<file path="config.mk">
export PLATFORM = sky130hd
export DESIGN_NAME = srt4_div_frontend_flat
export DESIGN_NICKNAME = d
export VERILOG_FILES = /design/src/rtl/srt4_div_frontend_if.sv /design/src/rtl/srt4_div_frontend.sv /design/src/flat_wrapper.sv
export SDC_FILE = /design/constraint.sdc
export NUM_CORES = 1
export LEC_CHECK = 0
export ABC_AREA = 1
export ABC_CLOCK_PERIOD_IN_PS = 2100
export BUFFER_PORTS_ARGS = -buffer_cell sky130_fd_sc_hd__buf_2
export CAP_MARGIN = 30
export CORE_MARGIN = 1
export CORE_UTILIZATION = 40
export CTS_CLUSTER_DIAMETER = 50
export DETAILED_ROUTE_END_ITERATION = 12
export PLACE_DENSITY = 0.6
export SYNTH_ARGS = -nofsm -noshare
export SYNTH_HDL_FRONTEND = slang
export SYNTH_SLANG_ARGS = --single-unit
</file>
<file path="constraint.sdc">
create_clock -name clk -period 2.1 [get_ports clk]
set_input_delay 0.42 -clock clk [delete_from_list [all_inputs] [get_ports clk]]
set_output_delay 0.42 -clock clk [all_outputs]
set_load 0.05 [all_outputs]
</file>
<file path="src/rtl/srt4_div_frontend_if.sv">
// Request, divider-side and result handshake signals of the SRT-4 divider front-end.
`default_nettype none

interface srt4_div_frontend_if #(
  parameter int WID = 8
);
  logic           in_valid;
  logic           in_ready;
  logic           in_signed;
  logic [WID-1:0] in_dividend;
  logic [WID-1:0] in_divisor;

  logic           div_valid;
  logic [WID-1:0] div_dividend;
  logic [WID-1:0] div_divisor;
  logic           div_ready;
  logic           div_error;
  logic [WID-1:0] div_quotient;
  logic [WID-1:0] div_remainder;

  logic           out_valid;
  logic           out_ready;
  logic [WID-1:0] out_quotient;
  logic [WID-1:0] out_remainder;
  logic           out_error;

  modport slave (
    input  in_valid, in_signed, in_dividend, in_divisor,
    input  div_ready, div_error, div_quotient, div_remainder,
    input  out_ready,
    output in_ready, div_valid, div_dividend, div_divisor,
    output out_valid, out_quotient, out_remainder, out_error
  );

  modport master (
    output in_valid, in_signed, in_dividend, in_divisor,
    output div_ready, div_error, div_quotient, div_remainder,
    output out_ready,
    input  in_ready, div_valid, div_dividend, div_divisor,
    input  out_valid, out_quotient, out_remainder, out_error
  );
endinterface

`default_nettype wire

</file>
<file path="src/rtl/srt4_div_frontend.sv">
// ============================================================================
// srt4_div_frontend : signed/unsigned request front-end for the radix-4 SRT divider
// Rev 1.0
// ============================================================================
`default_nettype none

module srt4_div_frontend #(
  parameter int WID     = 8,
  parameter int TIMEOUT = 2*WID + 8
) (
  input  logic                 clk,
  input  logic                 rst_n,
  srt4_div_frontend_if.slave   bus
);

  localparam int CW = $clog2(TIMEOUT + 1);

  typedef enum logic [1:0] {
    S_IDLE  = 2'd0,
    S_ISSUE = 2'd1,
    S_WAIT  = 2'd2,
    S_DONE  = 2'd3
  } state_t;

  state_t         state_q;
  logic           in_ready_q;
  logic           div_valid_q;
  logic           out_valid_q;
  logic           out_error_q;
  logic [WID-1:0] div_dividend_q;
  logic [WID-1:0] div_divisor_q;
  logic [WID-1:0] out_quotient_q;
  logic [WID-1:0] out_remainder_q;
  logic [WID-1:0] dividend_q;
  logic           quo_neg_q;
  logic           rem_neg_q;
  logic [CW-1:0]  cnt_q;

  logic [WID-1:0] dvd_mag_d;
  logic [WID-1:0] dvs_mag_d;
  logic           quo_neg_d;
  logic           rem_neg_d;
  logic [WID-1:0] quo_fix_d;
  logic [WID-1:0] rem_fix_d;
  logic           abort_d;

  always_comb begin
    dvd_mag_d = bus.in_dividend;
    dvs_mag_d = bus.in_divisor;
    quo_neg_d = bus.in_signed & (bus.in_dividend[WID-1] ^ bus.in_divisor[WID-1]);
    rem_neg_d = bus.in_signed & bus.in_dividend[WID-1];
    if (bus.in_signed && bus.in_dividend[WID-1]) dvd_mag_d = ~bus.in_dividend + WID'(1);
    if (bus.in_signed && bus.in_divisor[WID-1])  dvs_mag_d = ~bus.in_divisor + WID'(1);

    quo_fix_d = quo_neg_q ? (~bus.div_quotient + WID'(1))  : bus.div_quotient;
    rem_fix_d = rem_neg_q ? (~bus.div_remainder + WID'(1)) : bus.div_remainder;

    // An error pulse outranks a coincident result pulse; the timeout only fires when idle.
    abort_d = bus.div_error | (~bus.div_ready & (cnt_q == CW'(TIMEOUT - 1)));
  end

  always_ff @(posedge clk or negedge rst_n) begin
    if (!rst_n) begin
      state_q         <= S_IDLE;
      in_ready_q      <= 1'b1;
      div_valid_q     <= 1'b0;
      out_valid_q     <= 1'b0;
      out_error_q     <= 1'b0;
      div_dividend_q  <= '0;
      div_divisor_q   <= '0;
      out_quotient_q  <= '0;
      out_remainder_q <= '0;
      dividend_q      <= '0;
      quo_neg_q       <= 1'b0;
      rem_neg_q       <= 1'b0;
      cnt_q           <= '0;
    end else begin
      div_valid_q <= 1'b0;
      unique case (state_q)
        S_IDLE: begin
          if (bus.in_valid) begin
            in_ready_q     <= 1'b0;
            quo_neg_q      <= quo_neg_d;
            rem_neg_q      <= rem_neg_d;
            dividend_q     <= bus.in_dividend;
            div_dividend_q <= dvd_mag_d;
            div_divisor_q  <= dvs_mag_d;
            if (bus.in_divisor == '0) begin
              state_q         <= S_DONE;
              out_valid_q     <= 1'b1;
              out_error_q     <= 1'b1;
              out_quotient_q  <= '1;
              out_remainder_q <= bus.in_dividend;
            end else begin
              state_q     <= S_ISSUE;
              div_valid_q <= 1'b1;
            end
          end
        end
        S_ISSUE: begin
          state_q <= S_WAIT;
          cnt_q   <= '0;
        end
        S_WAIT: begin
          if (abort_d) begin
            state_q         <= S_DONE;
            out_valid_q     <= 1'b1;
            out_error_q     <= 1'b1;
            out_quotient_q  <= '1;
            out_remainder_q <= dividend_q;
          end else if (bus.div_ready) begin
            state_q         <= S_DONE;
            out_valid_q     <= 1'b1;
            out_error_q     <= 1'b0;
            out_quotient_q  <= quo_fix_d;
            out_remainder_q <= rem_fix_d;
          end else begin
            cnt_q <= cnt_q + CW'(1);
          end
        end
        S_DONE: begin
          if (bus.out_ready) begin
            state_q         <= S_IDLE;
            in_ready_q      <= 1'b1;
            out_valid_q     <= 1'b0;
            out_error_q     <= 1'b0;
            out_quotient_q  <= '0;
            out_remainder_q <= '0;
          end
        end
        default: begin
          state_q    <= S_IDLE;
          in_ready_q <= 1'b1;
        end
      endcase
    end
  end

  assign bus.in_ready      = in_ready_q;
  assign bus.div_valid     = div_valid_q;
  assign bus.div_dividend  = div_dividend_q;
  assign bus.div_divisor   = div_divisor_q;
  assign bus.out_valid     = out_valid_q;
  assign bus.out_quotient  = out_quotient_q;
  assign bus.out_remainder = out_remainder_q;
  assign bus.out_error     = out_error_q;

endmodule

`default_nettype wire

</file>
<file path="src/flat_wrapper.sv">
// flat-port wrapper written by rule: the top's interface ports become plain ports
module srt4_div_frontend_flat 
#(
  parameter int WID     = 8,
  parameter int TIMEOUT = 2*WID + 8
)
  (clk, rst_n, bus_in_valid, bus_in_signed, bus_in_dividend, bus_in_divisor, bus_div_ready, bus_div_error, bus_div_quotient, bus_div_remainder, bus_out_ready, bus_in_ready, bus_div_valid, bus_div_dividend, bus_div_divisor, bus_out_valid, bus_out_quotient, bus_out_remainder, bus_out_error);
  srt4_div_frontend_if #(.WID(WID)) bus_i ();
  input  logic clk;
  input  logic rst_n;
  input wire logic [$bits(bus_i.in_valid)-1:0] bus_in_valid;
  input wire logic [$bits(bus_i.in_signed)-1:0] bus_in_signed;
  input wire logic [$bits(bus_i.in_dividend)-1:0] bus_in_dividend;
  input wire logic [$bits(bus_i.in_divisor)-1:0] bus_in_divisor;
  input wire logic [$bits(bus_i.div_ready)-1:0] bus_div_ready;
  input wire logic [$bits(bus_i.div_error)-1:0] bus_div_error;
  input wire logic [$bits(bus_i.div_quotient)-1:0] bus_div_quotient;
  input wire logic [$bits(bus_i.div_remainder)-1:0] bus_div_remainder;
  input wire logic [$bits(bus_i.out_ready)-1:0] bus_out_ready;
  output wire logic [$bits(bus_i.in_ready)-1:0] bus_in_ready;
  output wire logic [$bits(bus_i.div_valid)-1:0] bus_div_valid;
  output wire logic [$bits(bus_i.div_dividend)-1:0] bus_div_dividend;
  output wire logic [$bits(bus_i.div_divisor)-1:0] bus_div_divisor;
  output wire logic [$bits(bus_i.out_valid)-1:0] bus_out_valid;
  output wire logic [$bits(bus_i.out_quotient)-1:0] bus_out_quotient;
  output wire logic [$bits(bus_i.out_remainder)-1:0] bus_out_remainder;
  output wire logic [$bits(bus_i.out_error)-1:0] bus_out_error;
  assign bus_i.in_valid = bus_in_valid;
  assign bus_i.in_signed = bus_in_signed;
  assign bus_i.in_dividend = bus_in_dividend;
  assign bus_i.in_divisor = bus_in_divisor;
  assign bus_i.div_ready = bus_div_ready;
  assign bus_i.div_error = bus_div_error;
  assign bus_i.div_quotient = bus_div_quotient;
  assign bus_i.div_remainder = bus_div_remainder;
  assign bus_i.out_ready = bus_out_ready;
  assign bus_in_ready = bus_i.in_ready;
  assign bus_div_valid = bus_i.div_valid;
  assign bus_div_dividend = bus_i.div_dividend;
  assign bus_div_divisor = bus_i.div_divisor;
  assign bus_out_valid = bus_i.out_valid;
  assign bus_out_quotient = bus_i.out_quotient;
  assign bus_out_remainder = bus_i.out_remainder;
  assign bus_out_error = bus_i.out_error;
  srt4_div_frontend #(.WID(WID), .TIMEOUT(TIMEOUT)) u_core (.clk(clk), .rst_n(rst_n), .bus(bus_i));
endmodule
</file>
==> impl_metrics.tcl, run 1 <==
set metrics [dict create \
    p_sw_share_pct 53.86 \
    drive_above_1_share_pct 21.43 \
    setup_tns_ns 0 \
    placed_area_sq_um 3550 \
    floorplan.die_area_sq_um 8001 \
    rsz0062_at_grt "no" \
    synth_area_per_cell_sq_um 7.425 \
    area_inside_the_core_boundary_sq_um 7331 \
    cp_data_required_time_ns 2.30 \
    synth.yosys.seq_area_share_pct 42.58 \
    final_common_cell "nand2_1" \
    timing.hold.ws_ns 0.06489 \
    cts_tree "yes" \
    most-common-layout-cells "112 x nand2_1, 74 x buf_2, 51 x dfrtp_1, 50 x nor2_1, 48 x inv_1" \
    drt-pass1-iter-count 4 \
    initial_standard_cell_utilization_of_the_core_pct 41.73 \
    largest_net_degree_at_the_start_of_global_routing 33 \
    finalCriticalPeriod_ns 1.851 \
    design_area_sq_um 3647 \
    pwr_density_cell_nw_per_um2 1556 \
    rows 31 \
    clockPowerShare_pct 10.8 \
    vias 2860 \
    timing.slew.headroom_pct 66.85 \
    hp-class "primary input to asynchronous set/reset pin" \
    post-route-period-util_pct 88.12 \
    grt_first_pass_wirelength_mm 12.08 \
    layout-area-overhead-vs-synth_pct 19.22 \
    power.static_leakage_nw 1.900 \
    synth_edf_count 0 \
    p_comb_share_pct 58.8 \
    power.share.sequential_pct 30.4 \
    final_clock_skew_ns 0.007010 \
    yosys_top_cell_by_area "dfrtp_1" \
    postSynthRegisterBits 52 \
    route.detailed.drc 0 \
    finalNonFillerCells 589 \
    post-dp-hpwl_mm 5.704 \
    worst_slew_pin_slew_ns 0.4972 \
    async_flop_share_pct 100.0 \
    postSynthCellCount 412 \
    netlist.area_leader.share_pct 41.72 \
    report.final.setup_viol 0 \
    globalplace.congestion 0.8324 \
    cts_made_buffers 5 \
    wl_per_cell_microns 12.50 \
    worst_setup_path_end_kind "flip-flop" \
    drt_wl_total_mm 7.360 \
    path_clk_slew_ns 0.10 \
    setup.worst_path.start_class "flip-flop" \
    status "complete, no violations" \
    detailedRoute.firstIterationViolations 128 \
    via_per_inst 4.856 \
    die_height_microns 89.45 \
    post_cts.resized_instances 0 \
    path_class "flip-flop to flip-flop" \
    worst-path-max-fanout 15 \
    boundaryPins 75 \
    ys_top_cells_by_area "dfrtp_1 42%, nand2_1 14%, o21ai_0 6.2%, nor2_1 6.1%, inv_1 5.9%" \
    power.switching_mw 3.056 \
    placed_cells_incl_taps 581 \
    hold_violations 0 \
    ctsHoldBuffers 0 \
    ant_nets 0 \
    fillerInstances 744 \
    netlist_area_sq_um 3059 \
    ys_warn_count 0 \
    cts.path.max_buffers 2 \
    via_count_of_the_first_global_routing_pass 2661 \
    yosys_most_used_dff "dfrtp_1" \
    antenna_found_initial 0 \
    netlist-cell-type-count 35 \
    cts_root_buf "clkbuf_8" \
    maxSlewViolCount 0 \
    die_x_microns 89.45 \
    diodes 0 \
    grt.total_usage_pct 19.88 \
    postSynthNetCount 461 \
    worst_ep_arrival_time_ns 2.05 \
    peakVddDrop_mv 0.7386 \
    achievable-frequency_ghz 0.5404 \
    intPower_mw 2.618 \
    cts.sinks 52 \
    worst_skew_pair.late_latency_ns 0.31 \
    global_route.overflow_total 0 \
    count_of_buffers_added_by_post_cts_timing_repair_for_setup 0 \
    cts_htree_levels 2 \
    max-cap-violations 0 \
    place.port_buffers 74 \
    fin_nets 538 \
]
## synthesized netlist by cell type, drive strengths merged, types with 2 or more instances
cell type	n
a21oi	13
a22oi	3
buf	4
clkbuf	5
dfrtp	51
ha	10
inv	51
nand2	116
nand3	31
nor2	55
nor3	8
o211ai	2
o21ai	41
o22ai	2
o31ai	4
xnor2	2
xor2	8
## stage by stage
stage / total power, mW / util, % / worst slack [ns]
2_1_floorplan: 4.332 / - / 0.4795
3_3_place_gp: 5.053 / 48.42 / 0.2397
3_5_place_dp: 5.101 / 48.42 / 0.1906
4_1_cts: 5.722 / 49.75 / 0.2447
5_1_grt: 6.154 / 49.75 / 0.03210
6_report: 5.673 / 49.75 / 0.2495
## state kept, by name, indices dropped and copies added (netlist names)
register	flops
u_core.bus.div_dividend	7
u_core.bus.div_divisor	8
u_core.bus.div_valid	1
u_core.bus.in_ready	1
u_core.bus.out_error	1
u_core.bus.out_quotient	8
u_core.bus.out_remainder	8
u_core.bus.out_valid	1
u_core.cnt_q	5
u_core.dividend_q	8
u_core.quo_neg_q	1
u_core.rem_neg_q	1
u_core.state_q	2
## critical path, stage by stage, from the launching register on
cell,delay (ns)
dfrtp_1,0.41
inv_1,0.12
ha_1,0.26
inv_2,0.09
nor2_2,0.13
nand3_2,0.16
nand2_4,0.15
nor2_8,0.08
inv_2,0.18
nor2_1,0.06
nand2_1,0.06
nand2_1,0.04
## power by group through the flow
| stage | sequential [mW] | combinational, mW | clock [mW] |
|---|---|---|---|
| after floorplan | 2.74 | 1.59 | 0 |
| after global placement | 1.74 | 3.31 | 0 |
| after detailed placement | 1.75 | 3.36 | 0 |
| after CTS | 1.73 | 3.36 | 0.629 |
| after global routing | 1.79 | 3.70 | 0.663 |
| final | 1.72 | 3.34 | 0.613 |
## metal layers
metal | vias up | share of wire [%] | global-route usage (%)
met5 | - | 0 | 0
met4 | 0 | 0.88 | 5.339
met3 | 5 | 5.0 | 3.509
met2 | 65 | 46 | 32.69
met1 | 1326 | 48 | 27.09
li1 | 1464 | - | -
## layout make-up
type	instances	area, sq um	area share [%]
multi-input cells	300	1511	41.44
repair buffers	79	420.4	11.53
flip-flops and latches	52	1303	35.71
clock inverters	2	15.01	0.4117
clock buffers	6	82.58	2.264
well taps	99	123.9	3.396
inverters	51	191.4	5.249
## path summary, 6_finish.rpt
path / slack [ns] / startpoint / depth (start not counted) / endpoint
max: 0.25 / u_core.state_q[0] / 11 / u_core.bus.out_remainder[7]
max reg2reg: 0.25 / u_core.state_q[0] / 11 / u_core.bus.out_remainder[7]
max in group asynchronous: 1.44 / rst_n / 2 / u_core.bus.in_ready
min in group clk: 0.36 / bus_in_dividend[4] / 2 / u_core.bus.div_dividend[4]
min: 0.06 / rst_n / 1 / u_core.bus.out_quotient[7]
min reg2reg: 0.49 / u_core.bus.div_divisor[4] / 2 / u_core.bus.div_divisor[4]
## logic make-up (layout without fill, tap and decap cells)
group	count (synthesis)	count (layout)	synth area share [%]
buf+inv	60	138	8.016
compound gates	67	67	12.43
xor+xnor	10	10	2.863
simple gates	213	213	30.02
fa+ha+maj	10	10	4.090
flops	52	52	42.58
Power figures use the tool's default switching activity.
==> run 2: changes to the inputs <==
--- a/config.mk
+++ b/config.mk
@@ -6,14 +6,14 @@
 export NUM_CORES = 1
 export LEC_CHECK = 0
 export ABC_AREA = 1
-export ABC_CLOCK_PERIOD_IN_PS = 2100
+export ABC_CLOCK_PERIOD_IN_PS = 1700
 export BUFFER_PORTS_ARGS = -buffer_cell sky130_fd_sc_hd__buf_2
 export CAP_MARGIN = 30
 export CORE_MARGIN = 1
 export CORE_UTILIZATION = 40
 export CTS_CLUSTER_DIAMETER = 50
 export DETAILED_ROUTE_END_ITERATION = 12
-export PLACE_DENSITY = 0.6
+export PLACE_DENSITY = 0.62
 export SYNTH_ARGS = -nofsm -noshare
 export SYNTH_HDL_FRONTEND = slang
 export SYNTH_SLANG_ARGS = --single-unit
==> constraint.sdc (replaced) <==
create_clock -name clk -period 1.7 [get_ports clk]
set_input_delay 0.34 -clock clk [delete_from_list [all_inputs] [get_ports clk]]
set_output_delay 0.34 -clock clk [all_outputs]
set_load 0.05 [all_outputs]
==> impl_metrics.tcl, run 2 (synthesized netlist as in run 1, its figures left out) <==
set metrics [dict create \
    status "complete, no violations" \
    via_count_of_the_first_global_routing_pass 2666 \
    worst_ep_arrival_time_ns 1.86 \
    cts_tree "yes" \
    hold_violations 0 \
    slowest_cp_cell "dfrtp_1" \
    wl_per_cell_microns 12.13 \
    seqCellArea_sq_um 1303 \
    finalCriticalPeriod_ns 1.612 \
    ant_nets 0 \
    cp_data_required_time_ns 1.94 \
    worst_skew_pair.late_latency_ns 0.30 \
    globalplace.congestion 0.8250 \
    worst_setup_path_end_kind "flip-flop" \
    fin_total_pwr_mw 7.592 \
    timing.hold.worst_path_depth 2 \
    peakVddDrop_mv 0.9271 \
    area_inside_the_core_boundary_sq_um 7331 \
    rsz0062_at_grt "yes" \
    multi_input_area_sq_um 1598 \
    initial_standard_cell_utilization_of_the_core_pct 41.73 \
    diodes 0 \
    detailedRoute.firstIterationViolations 155 \
    pwr_density_cell_nw_per_um2 1926 \
    max-cap-violations 0 \
    setup_tns_ns 0 \
    min-delay-start "bus_in_dividend[5]" \
    achievable-frequency_ghz 0.6204 \
    drt-pass1-iter-count 4 \
    report.final.setup_viol 0 \
    post-route-period-util_pct 94.81 \
    cts_made_buffers 5 \
    antenna_found_initial 0 \
    boundaryPins 75 \
    timing.hold.worst_endpoint "u_core.bus.div_dividend[5]" \
    most-common-layout-cells "109 x nand2_1, 74 x buf_2, 51 x dfrtp_1, 44 x inv_1, 44 x nor2_1" \
    global_route.overflow_total 0 \
    path_class "flip-flop to flip-flop" \
    crit_top_cell "nand2_1" \
    grt_first_pass_wirelength_mm 11.96 \
    die_x_microns 89.45 \
    path_cells "ha_2 > nand2_1 > inv_2 > nand3_4 > nand2_4 > inv_4 > nor2_4 > nand2_1 > nand3_1 > nand2_1 > nand2_1" \
    worst-path-max-fanout 6 \
    final_common_cell "nand2_1" \
    place.port_buffers 74 \
    die_height_microns 89.45 \
    worst_slew_pin_slew_ns 0.3065 \
    cts.sinks 52 \
    place_ws_ns 0.004414 \
    final_worst_path_setup_slack_ns 0.08815 \
    route.detailed.drc 0 \
    path_clk_slew_ns 0.09 \
    power.static_leakage_nw 2.030 \
    final_clock_skew_ns 0.003607 \
    cts_root_buf "clkbuf_8" \
    drive_above_1_share_pct 27.98 \
    worst_path_largest_cell_delay_ns 0.39 \
    vias 2958 \
    cts.path.max_buffers 2 \
    setup.worst_path.start_class "flip-flop" \
    timing.reg2reg.setup_slack_ns 0.09 \
    post-dp-hpwl_mm 5.793 \
    grt.total_usage_pct 19.36 \
    cts_htree_levels 2 \
    hp-class "primary input to flip-flop" \
    timing.hold.ws_ns 0.2847 \
    r2r.worst_path.cells 11 \
    via_per_inst 4.849 \
    rr_endpoint "u_core.bus.out_remainder[4]" \
    rows 31 \
    floorplan.die_area_sq_um 8001 \
    largest_net_degree_at_the_start_of_global_routing 35 \
    timing.slew.headroom_pct 79.39 \
    layout-area-overhead-vs-synth_pct 28.83 \
    fillerInstances 715 \
    drt_wl_total_mm 7.400 \
    maxSlewViolCount 0 \
    fin_nets 559 \
    finalCoreUtilization_pct 53.76 \
    worstReg2RegStart "u_core.cnt_q[0]" \
]
[run 2: changes by cell type in the layout (fill, tap and decap cells not counted), sizes merged]
| cell | before | now |
|---|---|---|
| clkinvlp | 2 | 0 |
| dlygate4sd3 | 0 | 1 |
| bufinv | 0 | 1 |
| buf | 79 | 99 |
| clkinv | 0 | 1 |
[run 2: cell type report]
type                       count  area share [%]
multi-input combinational    300           40.54
sequential                    52           33.05
timing repair buffer         100           15.56
inverter                      51           4.984
tap                           99           3.143
clock buffer                   6           1.841
clock inverter                 2          0.8889
[run 2: worst max path at each step]
stage                      startpoint                           to  slack (ns)
floorplan           u_core.state_q[0]         u_core.bus.out_error        0.08
global placement    u_core.state_q[0]  u_core.bus.out_remainder[7]        0.04
detailed placement  u_core.state_q[0]   u_core.bus.out_quotient[4]       0.004
CTS                 u_core.state_q[0]   u_core.bus.out_quotient[4]       0.003
global route          u_core.cnt_q[0]  u_core.bus.out_remainder[4]       -0.04
finish                u_core.cnt_q[0]  u_core.bus.out_remainder[4]        0.09
[run 2: where the power goes]
part           internal, mW  switching, mW  leakage [nW]  total, mW
clock                 0.437          0.393        0.0552      0.830
combinational          1.48           3.15          1.34       4.63
sequential             1.79          0.335         0.635       2.13
[run 2: per-layer routing]
| layer | track usage [%] | share of wire [%] | vias to the layer above |
|---|---|---|---|
| met5 | 0 | 0 | - |
| met4 | 3.896 | 0.23 | 0 |
| met3 | 3.693 | 5.1 | 2 |
| met2 | 31.51 | 46 | 89 |
| met1 | 26.99 | 49 | 1356 |
| li1 | - | - | 1511 |
[run 2: worst max-delay path, delay by kind of cell (launching register included)]
kind,cells,cell delay (ns)
adder cells (fa/ha/maj),1,0.19
buffers and inverters,2,0.14
flip-flops,1,0.39
AND/OR/NAND/NOR,8,0.81
[run 2: through the flow]
stage	instances	area (sq um)
finish	610	3941
CTS	606	3827
global placement	593	3665
detailed placement	593	3665
global route	610	3941
floorplan	412	3059
[run 2: timing repair]
| item | in CTS | in global routing |
|---|---|---|
| buffers inserted | 4 | 4 |
| hold endpoints to repair | 7 | 0 |
| resized for setup | 5 | 28 |
| hold buffers | 1 | 0 |
| endpoints found under the setup margin | 11 | 23 |
| pin swaps | 2 | 5 |
